$ cat src/rtl/load_store_unit_pkg.sv
// Shared definitions for the load/store unit: RV32I funct3 codes, FSM states
// and the data-cache base offset.
package load_store_unit_pkg;

    localparam logic [2:0] F3_LB  = 3'b000;
    localparam logic [2:0] F3_LH  = 3'b001;
    localparam logic [2:0] F3_LW  = 3'b010;
    localparam logic [2:0] F3_LBU = 3'b100;
    localparam logic [2:0] F3_LHU = 3'b101;
    localparam logic [2:0] F3_SB  = 3'b000;
    localparam logic [2:0] F3_SH  = 3'b001;
    localparam logic [2:0] F3_SW  = 3'b010;

    localparam logic [31:0] DATA_CACHE_OFFSET = 32'h0000_0000;

    typedef enum logic [2:0] {
        ST_IDLE,
        ST_BEAT0,
        ST_BEAT1,
        ST_DONE,
        ST_ERR
    } lsu_state_e;

    // Stores have no unsigned variants, so any code with bit 2 set is illegal for them.
    function automatic logic f3_illegal(input logic is_store, input logic [2:0] f3);
        return (f3 == 3'b011) || (f3[2:1] == 2'b11) || (is_store && f3[2]);
    endfunction

endpackage

$ cat src/rtl/load_store_unit_align.sv
// Combinational lane logic: byte-mask generation, store data placement over two
// words, and load extraction with sign/zero extension.
module load_store_unit_align
    import load_store_unit_pkg::*;
(
    input  logic [2:0]  funct3,
    input  logic [1:0]  offset,
    input  logic [31:0] store_val,
    input  logic [63:0] rdata,
    output logic [7:0]  lane_mask,
    output logic        crosses,
    output logic [63:0] wdata,
    output logic [31:0] load_val
);

    logic [3:0]         size_mask;
    logic [63:0]        shifted_store;
    logic [31:0]        rshift;
    logic signed [7:0]  byte_s;
    logic signed [15:0] half_s;
    logic signed [31:0] byte_ext;
    logic signed [31:0] half_ext;

    always_comb begin
        case (funct3[1:0])
            2'b00:   size_mask = 4'b0001;
            2'b01:   size_mask = 4'b0011;
            default: size_mask = 4'b1111;
        endcase
    end

    assign lane_mask     = {4'b0000, size_mask} << offset;
    assign crosses       = |lane_mask[7:4];
    assign shifted_store = {32'h0, store_val} << {offset, 3'b000};

    // Lanes outside the access are forced to zero so SB/SH never leak upper store bits.
    always_comb begin
        wdata = '0;
        for (int i = 0; i < 8; i++) begin
            if (lane_mask[i]) wdata[8*i +: 8] = shifted_store[8*i +: 8];
        end
    end

    assign rshift   = 32'(rdata >> {offset, 3'b000});
    assign byte_s   = rshift[7:0];
    assign half_s   = rshift[15:0];
    assign byte_ext = byte_s;
    assign half_ext = half_s;

    always_comb begin
        case (funct3)
            F3_LB:   load_val = byte_ext;
            F3_LH:   load_val = half_ext;
            F3_LW:   load_val = rshift;
            F3_LBU:  load_val = {24'h0, rshift[7:0]};
            F3_LHU:  load_val = {16'h0, rshift[15:0]};
            default: load_val = 32'h0;
        endcase
    end

endmodule

$ cat src/rtl/load_store_unit.sv
// Data-memory initiator: one RV32I load/store per request, split into one or two
// word-aligned, byte-strobed beats with hold-until-ack handshaking.
module load_store_unit
    import load_store_unit_pkg::*;
#(
    parameter int                ADDR_W     = 32,
    parameter logic [ADDR_W-1:0] MEM_OFFSET = ADDR_W'(DATA_CACHE_OFFSET)
) (
    input  logic              i_clk,
    input  logic              i_rst_n,
    input  logic              i_valid,
    output logic              o_ready,
    input  logic              i_is_store,
    input  logic [2:0]        i_funct3,
    input  logic [ADDR_W-1:0] i_address,
    input  logic [31:0]       i_store_val,
    output logic              o_done,
    output logic [31:0]       o_load_val,
    output logic              o_err,
    output logic              o_mem_req,
    input  logic              i_mem_ack,
    output logic              o_mem_op_type,
    output logic [ADDR_W-1:0] o_mem_address,
    output logic [3:0]        o_mem_strobe,
    output logic [31:0]       o_mem_val,
    input  logic [31:0]       i_mem_val
);

    lsu_state_e        state, state_next;
    logic              accept;
    logic              is_store_p0;
    logic [2:0]        funct3_p0;
    logic [ADDR_W-1:0] addr_p0;
    logic [31:0]       store_val_p0;
    logic [31:0]       rdata0_p1;
    logic [31:0]       rdata1_p1;
    logic [ADDR_W-1:0] beat0_addr;
    logic [7:0]        lane_mask;
    logic              crosses;
    logic [63:0]       wdata;
    logic [31:0]       load_ext;

    assign accept     = (state == ST_IDLE) && i_valid;
    assign beat0_addr = (addr_p0 - MEM_OFFSET) & ~ADDR_W'(3);

    load_store_unit_align u_align (
        .funct3    (funct3_p0),
        .offset    (addr_p0[1:0]),
        .store_val (store_val_p0),
        .rdata     ({rdata1_p1, rdata0_p1}),
        .lane_mask (lane_mask),
        .crosses   (crosses),
        .wdata     (wdata),
        .load_val  (load_ext)
    );

    always_ff @(posedge i_clk or negedge i_rst_n) begin
        if (!i_rst_n) state <= ST_IDLE;
        else          state <= state_next;
    end

    // Request latch (stage p0) and read-word capture (stage p1); outputs are gated by
    // state, so these need no reset.
    always_ff @(posedge i_clk) begin
        if (accept) begin
            is_store_p0  <= i_is_store;
            funct3_p0    <= i_funct3;
            addr_p0      <= i_address;
            store_val_p0 <= i_store_val;
        end
        if (i_mem_ack && !is_store_p0) begin
            if (state == ST_BEAT0) rdata0_p1 <= i_mem_val;
            if (state == ST_BEAT1) rdata1_p1 <= i_mem_val;
        end
    end

    always_comb begin
        state_next    = state;
        o_ready       = 1'b0;
        o_done        = 1'b0;
        o_err         = 1'b0;
        o_load_val    = 32'h0;
        o_mem_req     = 1'b0;
        o_mem_op_type = 1'b0;
        o_mem_address = '0;
        o_mem_strobe  = 4'h0;
        o_mem_val     = 32'h0;
        case (state)
            ST_IDLE: begin
                o_ready = 1'b1;
                if (i_valid) state_next = f3_illegal(i_is_store, i_funct3) ? ST_ERR : ST_BEAT0;
            end
            ST_BEAT0: begin
                o_mem_req     = 1'b1;
                o_mem_op_type = is_store_p0;
                o_mem_address = beat0_addr;
                o_mem_strobe  = lane_mask[3:0];
                o_mem_val     = wdata[31:0];
                if (i_mem_ack) state_next = crosses ? ST_BEAT1 : ST_DONE;
            end
            ST_BEAT1: begin
                o_mem_req     = 1'b1;
                o_mem_op_type = is_store_p0;
                o_mem_address = beat0_addr + ADDR_W'(4);
                o_mem_strobe  = lane_mask[7:4];
                o_mem_val     = wdata[63:32];
                if (i_mem_ack) state_next = ST_DONE;
            end
            ST_DONE: begin
                o_done     = 1'b1;
                o_load_val = is_store_p0 ? 32'h0 : load_ext;
                state_next = ST_IDLE;
            end
            ST_ERR: begin
                o_err      = 1'b1;
                state_next = ST_IDLE;
            end
            default: state_next = ST_IDLE;
        endcase
    end

endmodule

$ cat config.mk
export PLATFORM = sky130hd
export DESIGN_NAME = load_store_unit
export DESIGN_NICKNAME = d
export VERILOG_FILES = /design/src/rtl/load_store_unit_pkg.sv /design/src/rtl/load_store_unit_align.sv /design/src/rtl/load_store_unit.sv
export SDC_FILE = /design/constraint.sdc
export NUM_CORES = 1
export LEC_CHECK = 0
export CAP_MARGIN = 30
export CORE_ASPECT_RATIO = 0.6
export CORE_MARGIN = 2
export CORE_UTILIZATION = 51
export CTS_BUF_LIST = sky130_fd_sc_hd__clkbuf_4
export DETAILED_ROUTE_END_ITERATION = 8
export PLACE_DENSITY = 0.93
export SETUP_SLACK_MARGIN = 0.02
export SLEW_MARGIN = 20
export SYNTH_ARGS = -nofsm -noshare
export SYNTH_HDL_FRONTEND = slang
export SYNTH_SLANG_ARGS = --single-unit
$ cat constraint.sdc
create_clock -name i_clk -period 8.12 [get_ports i_clk]
set_clock_uncertainty 0.2 [all_clocks]
set_input_delay 1.624 -clock i_clk [delete_from_list [all_inputs] [get_ports i_clk]]
set_output_delay 1.624 -clock i_clk [all_outputs]
set_load 0.01 [all_outputs]
==> results of run 1 <==
[layout by cell type (no fill, tap or decap), types with 4 or more instances in the layout]
cell type and instances:
a21oi_1 13, inv_1 25, o22ai_1 8, o31ai_1 6
clkinv_4 4, o21ai_0 60, a31oi_1 11, nor3_1 6
a32o_1 6, a211oi_1 9, nand4_1 12, mux4_2 30
mux2_2 5, clkbuf_4 17, mux2i_1 25, nor2_1 14
a41oi_1 4, o21ai_2 10, and2_1 11, clkdlybuf4s50_1 206
clkinvlp_4 6, nor2_2 6, and3_1 12, buf_4 7
edfxtp_1 124, a21o_1 4, nand2_1 56, nand3_1 19
a22o_1 8
[worst max-delay path: cells and delay by family (launching register included)]
family	cells	cell delay, ns
DFF	1	0.83
buffers and inverters	2	1.35
and+or+nand+nor	1	0.64
AOI/OAI and AO/OA	2	0.38
muxes	2	0.40
[state kept, by name, indices dropped and copies added, names as in the netlist]
name          cells
store_val_p0     32
rdata1_p1        24
funct3_p0         3
is_store_p0       1
addr_p0          32
rdata0_p1        32
state             3
[through the flow]
step                power, mW  hold WS (ns)  worst slack [ns]  cells  cell area (µm²)
global placement         1.88         0.364              2.88    908             9020
detailed placement       1.93         0.405              2.67    908             9020
global route             2.46         0.464              1.82    941             9310
floorplan                1.45         0.427              4.45    563             6870
CTS                      2.34         0.414              2.03    940             9290
finish                   2.35         0.423              2.12    941             9310
[power breakdown]
part / total [mW] / switching (mW) / internal, mW
Combinational: 0.998 / 0.521 / 0.478
Clock: 0.413 / 0.259 / 0.154
Sequential: 0.934 / 0.0900 / 0.844
Total: 2.35 / 0.869 / 1.48
[worst min-delay path by stage]
| stage | from | endpoint | cells after the start |
|---|---|---|---|
| global placement | state[2]$_DFFE_PN0P_ | state[1]$_DFFE_PN0P_ | 1 |
| CTS | state[2]$_DFFE_PN0P_ | state[1]$_DFFE_PN0P_ | 1 |
| detailed placement | state[2]$_DFFE_PN0P_ | state[1]$_DFFE_PN0P_ | 1 |
| floorplan | state[2]$_DFFE_PN0P_ | state[1]$_DFFE_PN0P_ | 2 |
| finish | state[2]$_DFFE_PN0P_ | state[1]$_DFFE_PN0P_ | 1 |
| global route | state[2]$_DFFE_PN0P_ | state[1]$_DFFE_PN0P_ | 1 |
[layout make-up]
| class | instances | area [µm²] | area share (%) |
|---|---|---|---|
| inverter | 26 | 97.6 | 1.05 |
| tap | 170 | 213 | 2.28 |
| sequential | 127 | 3800 | 40.8 |
| clock buffer | 17 | 128 | 1.37 |
| multi-input combinational | 372 | 2810 | 30.1 |
| timing repair buffer | 214 | 2130 | 22.9 |
| clock inverter | 15 | 140 | 1.50 |
[kinds of logic after synthesis]
family	Yosys count	share of synthesized area, %
muxes	60	14.3
buffers and inverters	64	4.06
DFF	127	55.3
and+or+nand+nor	157	11.8
AOI/OAI and AO/OA	152	14.3
other	1	0.0546
adders and majority gates	1	0.182
[per-layer routing]
layer  vias to the layer above  share of wire, %
met5                         -                 0
met4                         0               2.7
met3                        59                11
met2                       450                46
met1                      2865                40
li1                       2597                 -
==> impl_metrics.yaml, run 1 <==
sta:
  relSlewSlack_pct: 40.4
  post-route-period-util_pct: 73.9
  min_period_ns: 6.00
  finalHoldViolations: 0
  clock.fmax_mhz: 167
  rsz0062_at_grt: "no"
  slew_violations: 0
  worst_slew_pin_slew_ns: 0.891
  setup_viol: 0
  finalSetupTns_ns: 0
synthesis:
  ys_warn_count: 0
  netlist.area_leader.share_pct: 54.2
  netlist_area_um2: 6860
  syn-instance-count: 562
  ys_top_cells_by_area: "edfxtp_1 (54%), mux4_2 (9.8%), o21ai_0 (4.4%)"
  synth-main-ff-cell: "edfxtp_1"
  synth_common_cells: "edfxtp_1 (124), o21ai_0 (60), nand2_1 (56), mux4_2 (30), inv_1 (26)"
  postSynthAreaPerCell_um2: 12.2
  synth.most_common_cell: "edfxtp_1"
  ys_seq_area_share_pct: 55.3
  async_reset_ff_share_pct: 2.36
  synth_cell_types: 52
  yosys.area.top_type: "edfxtp_1"
  synth-edff-count: 124
  yosys_register_bits: 127
layout:
  nNetsFinal: 863
  post_route_cells_drive_above_1_share_pct: 13.0
  area_delta_synth_final_pct: 35.7
  num-fill-cells: 865
  fin_util_pct: 71.8
  diodes: 0
drt:
  drc: 0
  post_drt_wl_per_cell_um: 21.5
  routed_via_density: 6.35
  vias: 5971
  drt_first_iter_violations: 585
  drtAntennaViolNets: 0
  dr.pass1.iters: 5
  postRouteWirelength_um: 20200
power:
  powerDensity_nw_per_um2: 252
  ir_worst_vdd_uv: 130
  p_leak_nw: 3.21
cts:
  cts_resized: 0
  post_cts_buffers: 0
  ctsHoldBuffers: 0
  clock_sinks: 127
  tritoncts: "yes"
  htreeDepth: 4
  clk_pin_slew_ns: 0.11
  cts_made_buffers: 17
  clk_path_buf_depth: 2
  clkLatencyLatePin_ns: 0.54
  ctsRootBufferMaster: "clkbuf_4"
worst_setup_path:
  start_kind: "flip-flop"
  critical_path_class: "reg -> out"
  worst_ep_required_time_ns: 6.30
  reg2regPathDepth: 6
  ff2ff_setup_slack_ns: 5.08
  cp_data_arrival_time_ns: 4.18
  r2r_end: "state[0]$_DFFE_PN0P_"
  end_kind: "output port"
  slowest_delay_ns: 0.83
  cpMaxStageDelayCell: "edfxtp_1"
  crit_fanout: 52
  path_cells: "buf_4 -> mux2_2 -> mux2i_1 -> o21a_1 -> or4b_4 -> o21ai_0 -> clkdlybuf4s50_1"
  timing.rr.start: "addr_p0[0]$_DFFE_PP_"
  startpoint: "addr_p0[0]$_DFFE_PP_"
  crit_end: "o_load_val[16]"
grt:
  grt_max_degree: 53
  antenna_found_initial: 0
  use_met1_pct: 38.0
  top_usage_layer: "met2"
  grt.overflow.total: 0
  track_usage_pct: 28.1
  met3_usage_pct: 7.06
  grt_pass1_wl_um: 30800
  grt_util_met2_pct: 45.3
  grt_pass1_vias: 5665
placed_design:
  gp_congestion: 0.886
  io_buffers: 206
  post-dp-hpwl_um: 14400
run_status:
  outcome: "complete, no violations"
die:
  pin_count: 209
  die_w_um: 154
  design.die.area_um2: 14400
  initial_core_util_pct: 52.9
  die_y_um: 93.9
  rows: 32
  core_region_area_um2: 13000
flow_run:
  maxCapViolCount: 0
min_path:
  hold_path.class: "reg -> reg"
Power figures use the tool's default switching activity.
==> run 2, diff against run 1 <==
--- a/config.mk
+++ b/config.mk
@@ -8,10 +8,10 @@
 export CAP_MARGIN = 30
 export CORE_ASPECT_RATIO = 0.6
 export CORE_MARGIN = 2
-export CORE_UTILIZATION = 51
+export CORE_UTILIZATION = 44
 export CTS_BUF_LIST = sky130_fd_sc_hd__clkbuf_4
 export DETAILED_ROUTE_END_ITERATION = 8
-export PLACE_DENSITY = 0.93
+export PLACE_DENSITY = 0.86
 export SETUP_SLACK_MARGIN = 0.02
 export SLEW_MARGIN = 20
 export SYNTH_ARGS = -nofsm -noshare
==> constraint.sdc (replaced) <==
create_clock -name i_clk -period 5.45 [get_ports i_clk]
set_clock_uncertainty 0.2 [all_clocks]
set_input_delay 1.09 -clock i_clk [delete_from_list [all_inputs] [get_ports i_clk]]
set_output_delay 1.09 -clock i_clk [all_outputs]
set_load 0.01 [all_outputs]
==> impl_metrics.yaml, run 2 (same netlist as run 1, synthesis figures left out) <==
drt:
  post_drt_wl_per_cell_um: 19.5
  routed_via_density: 5.79
  dr.pass1.iters: 6
  drt_first_iter_violations: 518
  drc: 0
  drtAntennaViolNets: 0
  postRouteWirelength_um: 19100
  vias: 5670
cts:
  tritoncts: "yes"
  ctsHoldBuffers: 0
  clock_sinks: 127
  post_cts_buffers: 0
  clkLatencyLatePin_ns: 0.51
  ctsRootBufferMaster: "clkbuf_4"
  clk_path_buf_depth: 2
  htreeDepth: 4
  clk_pin_slew_ns: 0.11
  cts_made_buffers: 17
  cts_resized: 0
layout:
  top_regs: "addr_p0: 32 flops, rdata0_p1: 32 flops, store_val_p0: 32 flops"
  final_common_cell: "clkdlybuf4s50_1"
  design_area_um2: 9450
  post_route_cells_drive_above_1_share_pct: 13.4
  nNetsFinal: 868
  fin_util_pct: 61.8
  area_delta_synth_final_pct: 37.6
  layout_common_cells: "clkdlybuf4s50_1 (206), edfxtp_1 (124), o21ai_0 (60)"
  num-fill-cells: 1197
worst_setup_path:
  crit_fanout: 22
  end_kind: "output port"
  slowest_delay_ns: 0.81
  critical_path_class: "reg -> out"
  start_kind: "flip-flop"
  cpMaxStageDelayCell: "edfxtp_1"
  critPathTopFamily: "buffers and inverters"
  cp_num_buf_inv: 2
  worst_ep_required_time_ns: 4.16
  cp_data_arrival_time_ns: 3.53
  path_cells: "buf_4 -> mux4_2 -> nand2_1 -> o21a_1 -> or4b_4 -> o21ai_0 -> clkdlybuf4s50_1"
grt:
  grt_max_degree: 35
  grt_util_met2_pct: 34.9
  track_usage_pct: 23.0
  top_usage_layer: "met2"
  met3_usage_pct: 7.20
  antenna_found_initial: 1
  grt.overflow.total: 0
  use_met1_pct: 32.1
  grt_pass1_vias: 5411
  grt_pass1_wl_um: 28900
die:
  initial_core_util_pct: 44.9
  die_w_um: 165
  design.die.area_um2: 16600
  pin_count: 209
  core_region_area_um2: 15300
  die_y_um: 101
  rows: 35
power:
  p_leak_nw: 3.26
  p_total_mw: 3.56
  powerDensity_nw_per_um2: 377
  ir_worst_vdd_uv: 214
placed_design:
  post-dp-hpwl_um: 13800
  io_buffers: 206
  dpl_cell_area_um2: 9120
  gp_congestion: 0.888
sta:
  rsz0062_at_grt: "no"
  clock.fmax_mhz: 208
  finalHoldViolations: 0
  finalSetupTns_ns: 0
  slew_violations: 0
  setup_viol: 0
  relSlewSlack_pct: 37.9
  post-route-period-util_pct: 88.4
  min_period_ns: 4.82
  worst_slew_pin_slew_ns: 0.930
run_status:
  outcome: "complete, no violations"
flow_run:
  maxCapViolCount: 0
min_path:
  hold_path.class: "reg -> reg"
-- run 2: final timing paths --
| path | start | end | slack, ns | cells past startpoint |
|---|---|---|---|---|
| max reg2reg | state[1]$_DFFE_PN0P_ | rdata0_p1[14]$_DFFE_PP_ | 3.11 | 3 |
| min | state[2]$_DFFE_PN0P_ | state[1]$_DFFE_PN0P_ | 0.43 | 1 |
| min reg2reg | state[2]$_DFFE_PN0P_ | state[1]$_DFFE_PN0P_ | 0.43 | 1 |
| max in group asynchronous | i_rst_n | state[1]$_DFFE_PN0P_ | 4.35 | 1 |
| min in group asynchronous | i_rst_n | state[2]$_DFFE_PN0P_ | 0.55 | 1 |
| max | addr_p0[1]$_DFFE_PP_ | o_load_val[19] | 0.63 | 7 |
-- run 2: worst register-to-register path: cells and delay by family (launching register included) --
kind | cells | cell delay [ns]
buf+inv | 1 | 0.23
flops | 1 | 0.50
simple gates | 2 | 1.13
-- run 2: layout make-up --
| cell class | instances | area [µm²] | area share, % |
|---|---|---|---|
| Inverter | 26 | 97.6 | 1.03 |
| Clock inverter | 13 | 165 | 1.75 |
| Multi-Input combinational cell | 372 | 2800 | 29.7 |
| Antenna cell | 1 | 2.50 | 0.0265 |
| Tap cell | 203 | 254 | 2.69 |
| Sequential cell | 127 | 3800 | 40.2 |
| Clock buffer | 18 | 135 | 1.43 |
| Timing Repair Buffer | 219 | 2190 | 23.2 |
-- run 2: power by group --
group / leakage [nW] / internal, mW / switching [mW]
registers: 1.18 / 1.26 / 0.135
clock network: 0.141 / 0.322 / 0.371
logic: 1.94 / 0.729 / 0.752
-- run 2: per-stage QoR --
step / std cells / hold WS [ns] / worst slack, ns
finish: 979 / 0.434 / 0.632
detailed placement: 946 / 0.416 / 1.21
CTS: 977 / 0.435 / 0.596
global route: 978 / 0.477 / 0.361
floorplan: 563 / 0.427 / 2.25
global placement: 945 / 0.386 / 1.32
-- run 2: metal layers --
layer	wire length (µm)	up-vias
li1	-	2603
met1	8280	2749
met2	8650	293
met3	1890	25
met4	259	0
met5	0	-
==> run 3, diff against run 2 <==
--- a/config.mk
+++ b/config.mk
@@ -11,6 +11,7 @@
 export CORE_UTILIZATION = 44
 export CTS_BUF_LIST = sky130_fd_sc_hd__clkbuf_4
 export DETAILED_ROUTE_END_ITERATION = 8
+export GPL_TIMING_DRIVEN = 0
 export PLACE_DENSITY = 0.86
 export SETUP_SLACK_MARGIN = 0.02
 export SLEW_MARGIN = 20
==> impl_metrics.yaml, run 3 (same netlist as run 1, synthesis figures left out) <==
sta:
  worst_hold_slack_ns: 0.550
  post-route-period-util_pct: 88.5
  worst_slew_pin_slew_ns: 0.906
  setup_viol: 0
  finalSetupTns_ns: 0
  finalHoldViolations: 0
  min_period_ns: 4.82
  relSlewSlack_pct: 39.5
  clock.fmax_mhz: 207
  slew_violations: 0
  rsz0062_at_grt: "no"
worst_setup_path:
  r2r_end: "rdata1_p1[22]$_DFFE_PP_"
  reg2regPathDepth: 6
  startpoint: "addr_p0[1]$_DFFE_PP_"
  ff2ff_setup_slack_ns: 2.66
  cp_data_arrival_time_ns: 3.53
  timing.rr.start: "state[0]$_DFFE_PN0P_"
  crit_fanout: 10
  crit_end: "o_mem_val[14]"
  worst_ep_required_time_ns: 4.16
  start_kind: "flip-flop"
  critical_path_class: "reg -> out"
  end_kind: "output port"
layout:
  top_regs: "addr_p0: 32 flops, rdata0_p1: 32 flops, store_val_p0: 32 flops"
  stdcell_count: 1007
  post_route_cells_drive_above_1_share_pct: 13.7
  nNetsFinal: 895
  num-fill-cells: 1156
  area_delta_synth_final_pct: 39.9
  layout_common_cells: "clkdlybuf4s50_1 (206), edfxtp_1 (124), o21ai_0 (60)"
  final_common_cell: "clkdlybuf4s50_1"
cts:
  ctsRootBufferMaster: "clkbuf_4"
  clock_sinks: 127
  htreeDepth: 4
  clk_path_buf_depth: 2
  clk_pin_slew_ns: 0.11
  clkLatencyLatePin_ns: 0.51
  cts_made_buffers: 17
  tritoncts: "yes"
  post_cts_buffers: 0
  ctsHoldBuffers: 0
  cts_resized: 0
drt:
  postRouteWirelength_um: 21000
  post_drt_wl_per_cell_um: 20.9
  drtAntennaViolNets: 0
  drc: 0
  routed_via_density: 5.87
  drt_first_iter_violations: 620
  vias: 5910
  dr.pass1.iters: 5
grt:
  grt_pass1_vias: 5793
  antenna_found_initial: 1
  grt_pass1_wl_um: 31400
  track_usage_pct: 25.4
  grt.overflow.total: 0
  grt_max_degree: 54
flow_run:
  maxCapViolCount: 0
power:
  ir_worst_vdd_uv: 227
  p_leak_nw: 3.34
  powerDensity_nw_per_um2: 387
die:
  die_w_um: 165
  die_y_um: 101
  core_region_area_um2: 15300
  rows: 35
  initial_core_util_pct: 44.9
  design.die.area_um2: 16600
  pin_count: 209
placed_design:
  place_inst: 974
  post-dp-hpwl_um: 15500
  gp_congestion: 0.874
  io_buffers: 206
run_status:
  outcome: "complete, no violations"
min_path:
  hold_path.class: "reg -> reg"
-- run 3: changes by cell type in the layout (fill, tap and decap cells not counted), sizes merged --
cell	previous run	this run
buf	13	21
bufinv	3	5
clkbuf	18	36
clkinv	2	7
clkinvlp	6	2
inv	28	27
-- run 3: final cells by class --
cell class / count / area, µm² / area share, %
flip-flops and latches: 127 / 3800 / 39.6
clock inverters: 15 / 218 / 2.27
well taps: 203 / 254 / 2.64
multi-input cells: 372 / 2810 / 29.2
plain buffers: 38 / 181 / 1.89
repair buffers: 208 / 2120 / 22.0
inverters: 26 / 100 / 1.04
clock buffers: 17 / 128 / 1.33
diodes: 1 / 2.50 / 0.0261
-- run 3: worst min path at each step --
stage                               from              endpoint  slack (ns)  depth (start not counted)
global route                     i_rst_n  state[1]$_DFFE_PN0P_        0.53                          1
detailed placement  state[2]$_DFFE_PN0P_  state[1]$_DFFE_PN0P_        0.51                          2
CTS                              i_rst_n  state[0]$_DFFE_PN0P_        0.53                          1
finish              state[2]$_DFFE_PN0P_  state[1]$_DFFE_PN0P_        0.55                          2
floorplan           state[2]$_DFFE_PN0P_  state[1]$_DFFE_PN0P_        0.43                          2
global placement    state[2]$_DFFE_PN0P_  state[1]$_DFFE_PN0P_        0.50                          2
-- run 3: through the flow --
stage	util [%]	cell area [µm²]	worst slack (ns)	total power [mW]
2_1_floorplan	-	6870	2.25	2.17
3_3_place_gp	60.1	9180	1.01	2.88
3_5_place_dp	60.6	9260	1.27	2.94
4_1_cts	62.8	9600	0.669	3.72
5_1_grt	62.8	9600	0.403	3.91
6_report	62.8	9600	0.626	3.72
-- run 3: routing by layer --
layer | up-vias | share of wire, % | routed length, µm | track usage (%)
li1 | 2663 | - | - | -
met1 | 2828 | 40 | 8480 | 34.8
met2 | 391 | 46 | 9760 | 40.2
met3 | 28 | 12 | 2490 | 6.66
met4 | 0 | 1.4 | 303 | 7.83
met5 | - | 0 | 0 | 0
-- run 3: where the power goes --
group / internal, mW / total, mW / switching [mW]
registers: 1.25 / 1.35 / 0.0957
clock network: 0.409 / 0.779 / 0.370
logic: 0.743 / 1.59 / 0.843
-- run 3: worst max-delay path: stages, from the launching register on --
cell and delay [ns]:
edfxtp_1 0.37, buf_2 0.21, inv_1 0.13, clkbuf_1 0.45
clkbuf_1 0.53, o311ai_2 0.46, o22ai_1 0.28, clkdlybuf4s50_1 0.58
